<file path="config.mk">
export PLATFORM = sky130hd
export DESIGN_NAME = route_reserve_arbiter
export DESIGN_NICKNAME = d
export VERILOG_FILES = /design/src/rtl/route_reserve_arbiter.sv
export SDC_FILE = /design/constraint.sdc
export NUM_CORES = 1
export LEC_CHECK = 0
export ABC_AREA = 1
export BUFFER_PORTS_ARGS = -buffer_cell sky130_fd_sc_hd__buf_2
export CORE_UTILIZATION = 35
export CTS_CLUSTER_SIZE = 8
export DETAILED_ROUTE_END_ITERATION = 8
export HOLD_SLACK_MARGIN = 0.05
export PLACE_DENSITY = 0.59
export RECOVER_POWER = 25
export REMOVE_ABC_BUFFERS = 1
export SLEW_MARGIN = 20
export SYNTH_ARGS = -nofsm -noshare
export SYNTH_HDL_FRONTEND = slang
export SYNTH_SLANG_ARGS = --single-unit
export TNS_END_PERCENT = 50
</file>
<file path="constraint.sdc">
create_clock -name clk -period 4.2 [get_ports clk]
set_input_delay 0.42 -clock clk [delete_from_list [all_inputs] [get_ports clk]]
set_output_delay 0.42 -clock clk [all_outputs]
set_load 0.05 [all_outputs]
</file>
<file path="src/rtl/route_reserve_arbiter.sv">
// Output-port reservation arbiter for one mesh switch: per-output round-robin
// grant of free outputs, held until a full packet of phits has crossed.
//
// Ports:
//   clk, rst (async, active-low)
//   req_valid[N], req_port[N*REQUEST_WIDTH]  - per-input route-reserve request
//   out_handshake[N]                         - phit moved on output j
//   grant[N]        - one-cycle reserve-status pulse per input
//   out_busy[N]     - output j reserved
//   in_connected[N] - input i holds a reservation
//   sel             - slice j: input driving output j (0 when free)
//   protocol_err    - sticky, handshake seen on a free output
module route_reserve_arbiter #(
    parameter int N             = 4,
    parameter int REQUEST_WIDTH = 2,
    parameter int FlitPerPacket = 4,
    parameter int PhitPerFlit   = 2
) (
    input  logic                       clk,
    input  logic                       rst,
    input  logic [N-1:0]               req_valid,
    input  logic [N*REQUEST_WIDTH-1:0] req_port,
    input  logic [N-1:0]               out_handshake,
    output logic [N-1:0]               grant,
    output logic [N-1:0]               out_busy,
    output logic [N-1:0]               in_connected,
    output logic [N*REQUEST_WIDTH-1:0] sel,
    output logic                       protocol_err
);

    localparam int PHITS = FlitPerPacket * PhitPerFlit;
    localparam int CW    = $clog2(PHITS) + 1;
    localparam int RW    = REQUEST_WIDTH;

    localparam logic [CW-1:0] LAST = CW'(PHITS - 1);

    typedef logic [RW-1:0] idx_t;

    idx_t          rp    [N];
    idx_t          owner [N];
    idx_t          ptr   [N];
    idx_t          win   [N];
    logic [CW-1:0] cnt   [N];
    logic [N-1:0]  win_ok;
    logic [RW:0]   scan;
    idx_t          cand;

    // (w + 1) mod N without relying on N being a power of two
    function automatic idx_t wrap_inc(input idx_t v);
        logic [RW:0] s;
        s = {1'b0, v} + (RW+1)'(1);
        return (s == (RW+1)'(N)) ? '0 : s[RW-1:0];
    endfunction

    always_comb begin
        for (int i = 0; i < N; i++) begin
            rp[i] = req_port[i*RW +: RW];
        end
    end

    // Round-robin scan starting at ptr[j]; an input already holding a
    // reservation is never eligible, so it can't win a second output.
    always_comb begin
        win_ok = '0;
        scan   = '0;
        cand   = '0;
        for (int j = 0; j < N; j++) begin
            win[j] = '0;
            for (int k = 0; k < N; k++) begin
                scan = {1'b0, ptr[j]} + (RW+1)'(k);
                if (scan >= (RW+1)'(N)) begin
                    scan = scan - (RW+1)'(N);
                end
                cand = scan[RW-1:0];
                if (!win_ok[j] && req_valid[cand] &&
                    rp[cand] == idx_t'(j) && !in_connected[cand]) begin
                    win_ok[j] = 1'b1;
                    win[j]    = cand;
                end
            end
        end
    end

    always_ff @(posedge clk or negedge rst) begin
        if (!rst) begin
            grant        <= '0;
            out_busy     <= '0;
            in_connected <= '0;
            protocol_err <= 1'b0;
            for (int j = 0; j < N; j++) begin
                owner[j] <= '0;
                ptr[j]   <= '0;
                cnt[j]   <= '0;
            end
        end else begin
            grant <= '0;
            for (int j = 0; j < N; j++) begin
                if (out_busy[j]) begin
                    if (out_handshake[j]) begin
                        if (cnt[j] == LAST) begin
                            out_busy[j]            <= 1'b0;
                            cnt[j]                 <= '0;
                            owner[j]               <= '0;
                            in_connected[owner[j]] <= 1'b0;
                        end else begin
                            cnt[j] <= cnt[j] + CW'(1);
                        end
                    end
                end else begin
                    if (out_handshake[j]) begin
                        protocol_err <= 1'b1;
                    end
                    if (win_ok[j]) begin
                        out_busy[j]          <= 1'b1;
                        owner[j]             <= win[j];
                        ptr[j]               <= wrap_inc(win[j]);
                        cnt[j]               <= '0;
                        grant[win[j]]        <= 1'b1;
                        in_connected[win[j]] <= 1'b1;
                    end
                end
            end
        end
    end

    // owner is cleared on release, so sel reads 0 for a free output
    always_comb begin
        sel = '0;
        for (int j = 0; j < N; j++) begin
            sel[j*RW +: RW] = owner[j];
        end
    end

endmodule

</file>
==> results summary, run 1 <==
The total count of max-transition violations in the final report came out at 46. The insertion delay to the later sink of the worst-skew pair came out at around 300 ps. Clock tree synthesis selected as its root buffer the cell clkbuf_8. For this design the static power due to leakage is approximately 0.0021 µW. The final count of hold timing violations came out at 0. In the routed layout, each cell is associated on average with a via count of a little over 5. The worst clock skew on the final layout came out at 5.37 ps. The die area is roughly 11000 µm².

The maximum number of pins on one net before global-route repair is 46. The iteration count of the initial detailed-routing pass is 4. The most critical setup path has its startpoint at ptr[6]. The hold buffer count at CTS is 0. The dominant synthesized flop cell is dfrtp_1. The register bit count reported by yosys is 45.

The biggest area contributor in the post-synthesis netlist is dfrtp_1. The first-pass GRT wire length is 15.9 mm. The net count reported at finish is 609. The TritonCTS clock tree is built. At the worst endpoint, the required time is about 4400 ps. The post-cts gate resize count came out at 0. Counting instances, the worst hold path has a depth of 3. Prior to clock tree synthesis, the placed netlist has a worst setup slack of 1540 ps. The detail route stage leaves a number of antenna-violating nets equal to 0. The count of buffers inserted at the top-level ports came out at 38. The layout filler cell count came out at 1100.

The number of DRC violations after detailed-routing iteration 0 came out at 205. Derived from the worst setup path, the maximum achievable clock frequency is 373 MHz. Sorting the synthesized cells by area gives the leading types as dfrtp_1 (30%), nand2_1 (16%), ha_1 (6.8%). The number of global-route vias before repair is approximately 3300. The run finished, with violations left. The cell area that synthesis handed to floorplanning was 3690 µm². The number of cells on the worst reg-to-reg path is 20.

For hold timing, the worst endpoint is cnt[1]. The proportion of synthesized flip-flops having asynchronous set or reset came out at 100%. The area of combinational cells with multiple inputs came out at 2230 µm². The tightest min-delay check is of the primary input to register type. The met2 demand-to-capacity share in global routing came out at between 30% and 40%. The type of the worst setup path is register to register. The met3 track demand over resource in global routing is 2.37%.

The arrival time reported for the critical path endpoint came out at 2870 ps. The worst hold path begins at out_handshake[3]. The most common cell in the synthesized netlist is nand2_1. The maximum net fanout on the critical path is 13. The number of instances in the synthesized netlist came out at 538.

Summed over all layers, the global routing overflow is 0. Averaged over all synthesized cells, the footprint is roughly 7 µm². Measured along the x axis, the die boundary spans 105 µm. The sum of negative setup slack is 0 ps. The count of unique library cells instantiated by Yosys came out at 42. The layer flagged by global routing as most heavily used is met2. The peak ir drop on the vdd network is 0.342 mV. The share of the clock period used by the worst path came out at between 60% and 70%. The initial cell density of the core is between 30% and 40%. The power per unit of standard cell area is just over 800 nW/µm². The reg-to-reg endpoint is in_connected[2]. The worst register-to-register path begins at ptr[6]. The clock slew at the register clock pins of the worst setup and hold paths is 90 ps. The residual DRC count came out at 0. During I/O placement, the number of pins put on the boundary was 39. The average wire per cell in the routed design is 13.3 µm.

The worst path meets setup with 1520 ps of slack. Detailed placement ended at an HPWL of 7.39 mm. In this run the standard cell core region covers 10300 µm². The die height came out at 105 µm. The type of element launching the critical path is a register. The final hold slack came out at about 400 ps.

In the final layout, the share of cells above drive strength 1 is 14.9%. Global routing used 17.8% of the available tracks. The floorplan has 37 rows. The tightest slew margin relative to the limit is -71.2%. The number of CTS-inserted buffers is 5. The clock net in this run drives a total of 45 sinks. The Yosys step of the flow raised 0 warnings.

The number of antenna violations at the first check in global routing came out at 0. The total of endpoints with negative setup slack in the final report came out at 0. The slack of the worst reg-to-reg path came out at 1520 ps.

The top cell type's share of synthesized area is 30.5%. The post-synthesis sequential area ratio is between 30 and 40%. The buffer depth of the longest clock path came out at 2.

Yosys mapped a number of flops with a built-in enable equal to 0. The final weighted congestion of routability-driven global placement came out at roughly 0.84. The H-tree generated during clock tree synthesis spans 2 levels.

The fraction of met1 tracks used by global routing came out at 23.6%. The actual transition at the worst max-transition pin came out at 2570 ps. STA classifies the critical path endpoint as a register. The number of setup buffers added after CTS is 0. 0 antenna diodes ended up in the layout. Setup repair after global routing left no endpoint under its margin.

The area growth from synthesis to layout is 10.5%. The final route contains ~3600 vias. The area taken by flip-flops and latches came out at between 1000 and 1500 µm².

By count the netlist is led by nand2_1 (161), inv_1 (56), nand3_1 (46). The reported max-cap violation count came out at 1. The final reports fail on max-capacitance violations, max-slew violations. The minimum period implied by the final worst setup slack came out at 2680 ps.

The total length of routed wires is 9.39 mm.
[metrics by stage]
step	cell area, µm²	total power (µW)	cells	util [%]
after detailed placement	3960	3040	700	38.6
after floorplan	3600	2530	526	-
after global routing	4080	3730	708	39.7
after CTS	4080	3390	708	39.7
after global placement	3960	2990	700	38.6
final	4080	3380	708	39.7
[worst max-delay path: stages, from the launching register on]
cell and delay [ps]:
dfrtp_1 630, inv_2 190, nand2_1 110, nand2_1 90, nor2_1 110, nand2_1 70, nand2_2 110, nor2_4 50
nand3_1 60, o211ai_1 80, nor2_1 250, inv_1 120, ha_1 190, nand3_1 110, nand2_1 70, nand2_1 60
nand2_1 50, nand2_1 50, nand2_1 40, nand2_1 50, nand2_1 50
[registers in the layout (all words and copies together) (netlist names)]
signal	cells
ptr	8
protocol_err	1
grant	4
cnt	16
sel	8
in_connected	4
out_busy	4
[layout by cell type (no fill, tap or decap), types with 2 or more instances in the layout]
| cell type | n |
|---|---|
| nand2_2 | 7 |
| o41ai_1 | 4 |
| o21ai_0 | 40 |
| nand3_1 | 46 |
| mux2i_1 | 3 |
| nand2_4 | 3 |
| or2_2 | 5 |
| nor2_4 | 3 |
| inv_2 | 8 |
| ha_1 | 20 |
| nand4_1 | 23 |
| o211ai_1 | 2 |
| inv_1 | 56 |
| o21ai_1 | 10 |
| nand3_2 | 3 |
| xor2_1 | 6 |
| o32ai_1 | 2 |
| clkbuf_8 | 6 |
| o21ai_2 | 2 |
| dfrtp_1 | 45 |
| o21a_1 | 4 |
| buf_2 | 37 |
| nor3_1 | 2 |
| a21oi_1 | 9 |
| nand2_1 | 161 |
| a21oi_2 | 3 |
| o22ai_1 | 5 |
| nor2_1 | 43 |
[logic make-up after synthesis]
group,count (synthesis),synth area share [%]
compound gates,86,14.2
xor+xnor,7,2.17
fa+ha+maj,20,6.77
buf+inv,78,9.28
flops,45,30.5
mux,3,0.813
simple gates,299,36.3
[where the power goes]
group	internal [µW]	leakage (µW)	switching, µW
combinational	653	0.00151	1410
clock	194	0.0000574	157
sequential	633	0.000535	324
total	1480	0.00210	1900
[worst max path at each step]
stage	endpoint	slack, ps	cells after the start
2_1_floorplan	in_connected[0]	1890	16
3_3_place_gp	in_connected[2]	1600	20
3_5_place_dp	in_connected[2]	1540	20
4_1_cts	in_connected[2]	1520	20
5_1_grt	in_connected[2]	1180	20
6_report	in_connected[2]	1520	20
[routing by layer]
layer / vias to the layer above / share of wire (%)
met5: - / 0
met2: 61 / 50
met4: 0 / 0.72
met3: 6 / 3.3
met1: 1697 / 46
li1: 1837 / -
[cell type report]
type	instances	share of cell area [%]
Clock buffer	6	2.02
Clock inverter	2	0.920
Inverter	66	6.13
Multi-Input combinational cell	415	54.5
Sequential cell	45	27.6
Tap cell	136	4.17
Timing Repair Buffer	38	4.63
(Power assumes the default switching activity.)
==> run 2: changes to the inputs <==
- ABC_AREA: 1 -> 0
- PLACE_DENSITY: 0.59 -> 0.62
- clock period: 4.2 -> 2.4 ns (I/O delays scaled with it)
==> run 2 against run 1 <==
  * The flow still finishes with violations (max-capacitance violations, max-slew violations)
  * Non-clock buffer count is 21 higher
  * Critical path depth is 12 lower
  * Cell count fell by 31%
  * Synthesized area down 20%
  * Setup slack worse by 1400 ps
  * Synthesized cell count down 40%
  * Clock skew up 6.3 ps
  * First-iteration DRC count fell by 22%
  * Sequential share of layout area up 4.1 points
  * Critical path type unchanged
  * Highest routed layer unchanged
==> results summary, run 2 <==
The floorplan row count is 33 (-11%). The total of endpoints with negative setup slack in the final report is 0 (unchanged). The die height came out at 94.1 µm (-10%). The post-synthesis sequential area ratio was 37.9% (+7.5 points). The total congestion overflow came out at 0 (unchanged).

The reported max-cap violation count is 1 (unchanged). The clock slew at the register clock pins of the worst setup and hold paths came out at 90 ps (about the same). The flow ran to the end, but the final reports show violations.

The tightest slew margin relative to the limit came out at -9.18% (+62 points). The count of buffers inserted at the top-level ports came out at 38 (unchanged). The remaining antenna violation count after routing is 0 (unchanged). The fraction of met1 tracks used by global routing came out at 24.9% (+1.4 points).

The floorplan core area came to 8220 µm² (-20%). The overall die width is 94.1 µm (-10%). The fraction of layout cells with a size suffix above 1 came out at 22.2% (+7.3 points). Walking the worst path, the cells encountered are or4b_4 -> a21oi_2 -> o22ai_2 -> buf_4 -> ha_1 -> a21oi_1 -> o21ai_1 -> a221o_1.

Ranked by flip-flop count, first place goes to cnt. The total count of max-transition violations in the final report came out at 30 (-35%). The residual DRC count is 0 (unchanged). The net count reported at finish is 420 (-31%).

The final count of hold timing violations came out at 0 (unchanged). The post-synthesis average cell area came out at 9.22 µm² (+34%). The leakage power summed over all cells is 0.00159 µW (-25%).

The initial cell density of the core is 36.1% (+0.17 points). The leading cell type in the layout, fill and taps excluded is nand2_1. The number of antenna violations at the first check in global routing came out at 0 (unchanged). The final critical-path setup slack came out at 97.7 ps (-1420 ps).

STA classifies the critical path endpoint as a register. The power per unit of standard cell area came out at 1060 nW/µm² (+29%). The average wire per cell in the routed design came out at 16.2 µm (+22%). After synthesis, the cell types taking the most area are dfrtp_1 (38%), ha_1 (8.4%), nand2_1 (6.2%).

The proportion of synthesized flip-flops having asynchronous set or reset came out at 100% (unchanged). STA classifies the critical path startpoint as a register. The worst clock skew on the final layout is 11.7 ps (+6.31 ps). The number of clock sinks seen by CTS is 45 (unchanged).

The met3 track demand over resource in global routing is 2.59% (+0.22 points). The critical path is of the register to register type. The buffer depth of the longest clock path is 2 (unchanged). The synthesized design spends more area on one cell type than any other, namely dfrtp_1. The number of flip-flops in the largest register came to 16 (unchanged).

The maximum net fanout on the critical path was 5 (-8). The number of global-route vias before repair is 2681 (-19%). The insertion delay to the later sink of the worst-skew pair came out at 310 ps (about the same).

The actual transition at the worst max-transition pin was 1640 ps (-930 ps). The overall fraction of global-route tracks in use is 19.1% (+1.3 points). The number of CTS-inserted buffers came out at 5 (unchanged). The checks that failed: max-capacitance violations, max-slew violations. The die area is 8850 µm² (-19%). The final weighted congestion of routability-driven global placement is 0.865 (+2.6%). The register bit count reported by yosys is 45 (unchanged). The maximum number of pins on one net before global-route repair came out at 30 (-35%). The placed wire-length estimate came to 6.08 mm (-18%). The met2 demand-to-capacity share in global routing is 32.6% (+1.4 points). The peak ir drop on the vdd network came out at 0.323 mV (-5.8%). The final hold slack came out at 235 ps (-163 ps).

The top cell type's share of synthesized area is 37.9% (+7.5 points). On the critical path, the stage with the largest delay is an instance of or4b_4. The antenna diode count came to 0 (unchanged). The number of synthesis warnings is 0 (unchanged).

The post-synth design cell area came to 2970 µm² (-20%). The arrival time reported for the critical path endpoint came out at 2500 ps (-370 ps). The upper clock frequency limit came out at 434 MHz (+16%). The number of instances in the synthesized netlist came out at 322 (-40%).

The most common cell in the synthesized netlist is nand2_1. The total length of routed wires is 7.91 mm (-16%). The count of unique library cells instantiated by Yosys is 60 (+43%). The count of buffering cells on the critical path with inverters included came out at 1 (-1). Among all flip-flop cells after synthesis, the most frequent one is dfrtp_1. The layer flagged by global routing as most heavily used is met2. The share of the clock period used by the worst path came out at 95.9% (+32 points).

Among cell families on the critical path, the largest total delay comes from compound AO/OA/AOI/OAI gates. TritonCTS built the clock tree. Setup repair after global routing could not meet its margin everywhere. The minimum period implied by the final worst setup slack came out at 2300 ps (-379 ps). In this run the clock root is driven by a clkbuf_8. The number of DRC violations after detailed-routing iteration 0 was 160 (-22%).

The worst slack after detailed placement came out at -18.0 ps (-1560 ps). The count of vias placed by the detailed router came out at 2681 (-26%). The sum of negative setup slack came out at 0 ps (unchanged). The relative area change from synthesis to final layout is 19.9%. The first-pass GRT wire length came to 13.1 mm (-17%). The worst path required time came to 2600 ps (-1790 ps). The detailed-route vias per instance is 5.49 (+8.0%). The number of synthesized flops with an enable pin came to 0 (unchanged).

Leaving out fill and tap cells, the most frequent cells in the layout are nand2_1 (49), dfrtp_1 (43), buf_2 (37). By count the netlist is led by nand2_1 (49), dfrtp_1 (45), inv_1 (24), o21ai_0 (24), ha_1 (20). The worst hold path belongs to the class primary input to register.

The H-tree depth came out at 2 (unchanged). The delay of the slowest cell on the worst path was 530 ps (-100 ps). The iteration count of the initial detailed-routing pass is 4 (unchanged). The number of top-level design ports came to 39 (unchanged).
## run 2: cell types whose count changed in the layout (fill, tap and decap cells not counted), sizes merged, moves of 5 or more
cell    previous run  this run
nand2            171        49
inv               65        24
nand3             49        15
nor2              47        14
o21ai             52        26
buf               37        57
nand4             23         3
o221ai             0         7
a22oi              0         6
xor2               7         1
a22o               0         5
nor4b              0         5
## run 2: kinds of logic after synthesis
| kind of cell | share of synthesized area [%] |
|---|---|
| AOI/OAI and AO/OA | 21.8 |
| xor gates and xnor gates | 0.590 |
| adders and majority gates | 8.43 |
| buffers and inverters | 4.05 |
| DFF | 37.9 |
| muxes | 2.07 |
| and+or+nand+nor | 25.2 |
## run 2: final timing paths
| path | startpoint | end | slack [ps] | depth (start not counted) |
|---|---|---|---|---|
| worst min-delay path | out_handshake[2] | protocol_err | 230 | 3 |
| worst min register to register | cnt[7] | cnt[7] | 510 | 1 |
| max in group asynchronous | rst | in_connected[2] | 550 | 3 |
| worst max-delay path | in_connected[2] | in_connected[1] | 100 | 8 |
| worst max register to register | in_connected[2] | in_connected[1] | 100 | 8 |
| min in group asynchronous | rst | cnt[6] | 870 | 2 |
## run 2: final cells by class
class,instances,area (µm²)
multi-input cells,247,1760
fillers,814,4660
well taps,105,131
repair buffers,59,362
inverters,24,90.1
clock inverters,1,7.51
clock buffers,7,76.3
flip-flops and latches,45,1130
## run 2: per-stage QoR
stage	instances	utilization, %	total power (µW)	instance area, µm²
6_report	488	43.3	3780	3560
5_1_grt	488	43.3	4060	3560
4_1_cts	487	42.8	3770	3520
3_5_place_dp	478	41.6	3280	3410
3_3_place_gp	478	41.6	3230	3410
2_1_floorplan	316	-	2680	2940
## run 2: what timing repair did
action,4_1_cts,5_1_grt
hold buffers,1,0
hold endpoints to repair,27,0
gates resized for setup,2,10
setup buffers,0,1
setup endpoints to repair,2,8
pin swaps,0,1
## run 2: per-layer routing
layer	wire length [µm]	up-vias
met5	0	-
met4	87	0
met3	219	6
met2	3850	33
met1	3760	1321
li1	-	1321
## run 2: worst min-delay path: stages
cell      delay [ps]
buf_2            120
a21oi_1           70
o211ai_1          70
## run 2: where the power goes
part / leakage, µW / switching (µW) / internal, µW / total [µW]
Sequential: 0.000545 / 391 / 1080 / 1470
Clock: 0.0000385 / 273 / 207 / 479
Combinational: 0.00100 / 1150 / 681 / 1830
Total: 0.00159 / 1820 / 1970 / 3780
==> run 3: changes to the inputs <==
- REMOVE_ABC_BUFFERS: 1 -> default
==> run 3 against run 2 <==
  * The run still ends with max-capacitance violations, max-slew violations left
  * Via count down 0.63%
  * Cell area is 0.28% higher
  * Utilization grew 0.12 points
  * Power increased by 0.85%
  * Sequential share of layout area is 0.089 points lower
  * Clock power increased by 9.6%
  * Die area is the same
  * Largest power group unchanged
==> results summary, run 3 (synthesis results as in run 2) <==
The flow ran to the end, but the final reports show violations. The checks that failed: max-capacitance violations, max-slew violations. The final count of hold timing violations came out at 0 (unchanged). The overall die width came to 94.1 µm (unchanged). The area growth from synthesis to layout is 20.2%. The final critical-path setup slack is 114 ps (+16.7 ps). The remaining antenna violation count after routing came to 0 (unchanged). The library cell used most frequently in the layout, excluding fill and tap cells, is nand2_1. The floorplan row count came to 33 (unchanged). The fraction of layout cells with a size suffix above 1 came out at 21.8% (-0.41 points). The layout filler cell count was 816 (+0.25%). The final weighted congestion of routability-driven global placement is 0.836 (-3.4%).

The count of vias placed by the detailed router is 2664 (-0.63%). The type of the worst setup path is register to register. The peak ir drop on the vdd network is 0.341 mV (+5.7%). STA classifies the critical path startpoint as a register. The antenna diode count is 0 (unchanged). The floorplan core area is 8220 µm² (unchanged). The average wire per cell in the routed design is 15.4 µm (-4.7%).

The hold-critical path depth is 3 (unchanged). The total of endpoints with negative setup slack in the final report came out at 0 (unchanged). The total length of routed wires came out at 7.51 mm (-5.1%). The buffer depth of the longest clock path came out at 2 (unchanged).

The worst clock skew on the final layout came to 7.82 ps (-3.87 ps). The leakage power summed over all cells came to 0.00159 µW (+0.54%). The net count reported at finish is 418 (-0.48%). The number of flip-flops in the largest register came out at 16 (unchanged). The placed wire-length estimate came out at 5.82 mm (-4.2%). The number of clock sinks seen by CTS is 45 (unchanged).

The residual DRC count is 0 (unchanged). The worst hold path terminates at protocol_err. The slack of the worst reg-to-reg path came to 110 ps (+20 ps).

The number of DRC violations after detailed-routing iteration 0 is 71 (-56%). The share of the clock period used by the worst path is 95.2% (-0.69 points). The clock slew at the register clock pins of the worst setup and hold paths is 90 ps (about the same). The actual transition at the worst max-transition pin came out at 1610 ps (-27.9 ps). The number of antenna violations at the first check in global routing is 0 (unchanged).

The worst path required time is 2590 ps (about the same). The first-pass GRT wire length came out at 12.5 mm (-4.6%). The startpoint identified for the worst register-to-register timing path is in_connected[2]. The power per unit of standard cell area is 1070 nW/µm² (+0.56%). The cell sitting at the root of the clock tree is a clkbuf_8. The insertion delay to the later sink of the worst-skew pair came to 310 ps (about the same). The sum of negative setup slack came to 0 ps (unchanged). The count of buffers inserted at the top-level ports was 38 (unchanged). The total count of max-transition violations in the final report came out at 30 (unchanged).

The initial cell density of the core is 36.1% (unchanged). The maximum net fanout on the critical path is 6 (+1). The arrival time reported for the critical path endpoint is 2470 ps (-30 ps). The overall power consumption is 3820 µW (+0.85%). The type of destination of the critical path is a register. The number of top-level design ports is 39 (unchanged). The upper clock frequency limit is 438 MHz (+0.73%). The tightest slew margin relative to the limit came to -7.32% (+1.9 points).

The total nets after synthesis is between 300 and 400. The total congestion overflow is 0 (unchanged). The overall fraction of global-route tracks in use is 18.1% (-1.0 points). The iteration count of the initial detailed-routing pass is 4 (unchanged). Setup repair after global routing could not meet its margin everywhere.

In this run the critical register-to-register path is captured at in_connected[1]. The number of cells on the worst reg-to-reg path came to 9 (+1). The worst slack after detailed placement came out at 46.4 ps (+64.4 ps). The number of global-route vias before repair came to 2550 (-4.9%). The TritonCTS clock tree is built.

The path class of the tightest hold or removal check is primary input to register. The die area is 8850 µm² (unchanged). The reported max-cap violation count came to 1 (unchanged). The H-tree depth is 2 (unchanged). The detailed-route vias per instance came to 5.48 (-0.23%). The register ranked first by flip-flop count is cnt. The top cell types in the final layout, fill and taps aside, are nand2_1 (49), dfrtp_1 (43), buf_2 (37). The die height was 94.1 µm (unchanged).

The maximum number of pins on one net before global-route repair is 30 (unchanged). The startpoint identified for the worst hold timing path is out_handshake[2]. The minimum period implied by the final worst setup slack is 2290 ps (-16.7 ps).

The number of CTS-inserted buffers came out at 5 (unchanged).
[run 3: cell types whose count changed in the layout (fill, tap and decap cells not counted), moves of 2 or more]
cell and delta:
o221ai_1 -2, nor4b_4 +2, buf_4 -3, o221ai_2 +2
nor4b_2 -2, clkbuf_8 +2
[run 3: worst max-delay path: stages (launching register included)]
cell	delay, ps
dfrtp_1	460
nand4bb_1	330
mux2_2	330
nor2_1	120
a221oi_2	60
buf_4	160
ha_1	190
nand2_1	100
o21ai_1	80
a221o_1	330
[run 3: area by class of cell]
cell class / count / area, µm² / share of cell area (%)
tap: 105 / 131 / 3.68
clock buffer: 7 / 96.3 / 2.70
clock inverter: 1 / 5.00 / 0.140
timing repair buffer: 57 / 327 / 9.15
multi-input combinational: 247 / 1790 / 50.2
inverter: 24 / 90.1 / 2.52
sequential: 45 / 1130 / 31.6
[run 3: where the power goes]
part           switching, µW  internal [µW]
clock                    264            261
combinational           1130            675
sequential               403           1080
total                   1800           2010
[run 3: metal layers]
metal  global-route usage (%)  vias to the layer above  wire [µm]
met5                        0                        -          0
met4                     7.56                        0        211
met3                     2.83                       14        225
met2                     29.0                       39       3520
met1                     24.1                     1292       3550
li1                         -                     1319          -
[run 3: timing repair]
action / 4_1_cts / 5_1_grt
gates cloned: 0 / 0
gates resized for setup: 1 / 12
hold buffers: 1 / 0
endpoints found under the setup margin: 1 / 6
endpoints found under the hold margin: 45 / 0
buffers inserted: 0 / 1
pin swaps: 0 / 0
[run 3: how the worst max path moves through the flow]
stage	end	start	slack [ps]
final	in_connected[1]	in_connected[2]	110
after global routing	in_connected[2]	in_connected[1]	-6
after CTS	in_connected[1]	in_connected[0]	10
after detailed placement	in_connected[1]	in_connected[0]	50
after global placement	in_connected[1]	in_connected[0]	110
after floorplan	in_connected[2]	in_connected[0]	30
[run 3: per-stage QoR]
step / utilization [%] / hold slack [ps] / std cells / area (µm²)
2_1_floorplan: - / -55.6 / 322 / 2980
3_3_place_gp: 41.4 / 218 / 476 / 3400
3_5_place_dp: 41.4 / 216 / 476 / 3400
4_1_cts: 42.8 / 238 / 485 / 3520
5_1_grt: 43.4 / 243 / 486 / 3570
6_report: 43.4 / 237 / 486 / 3570
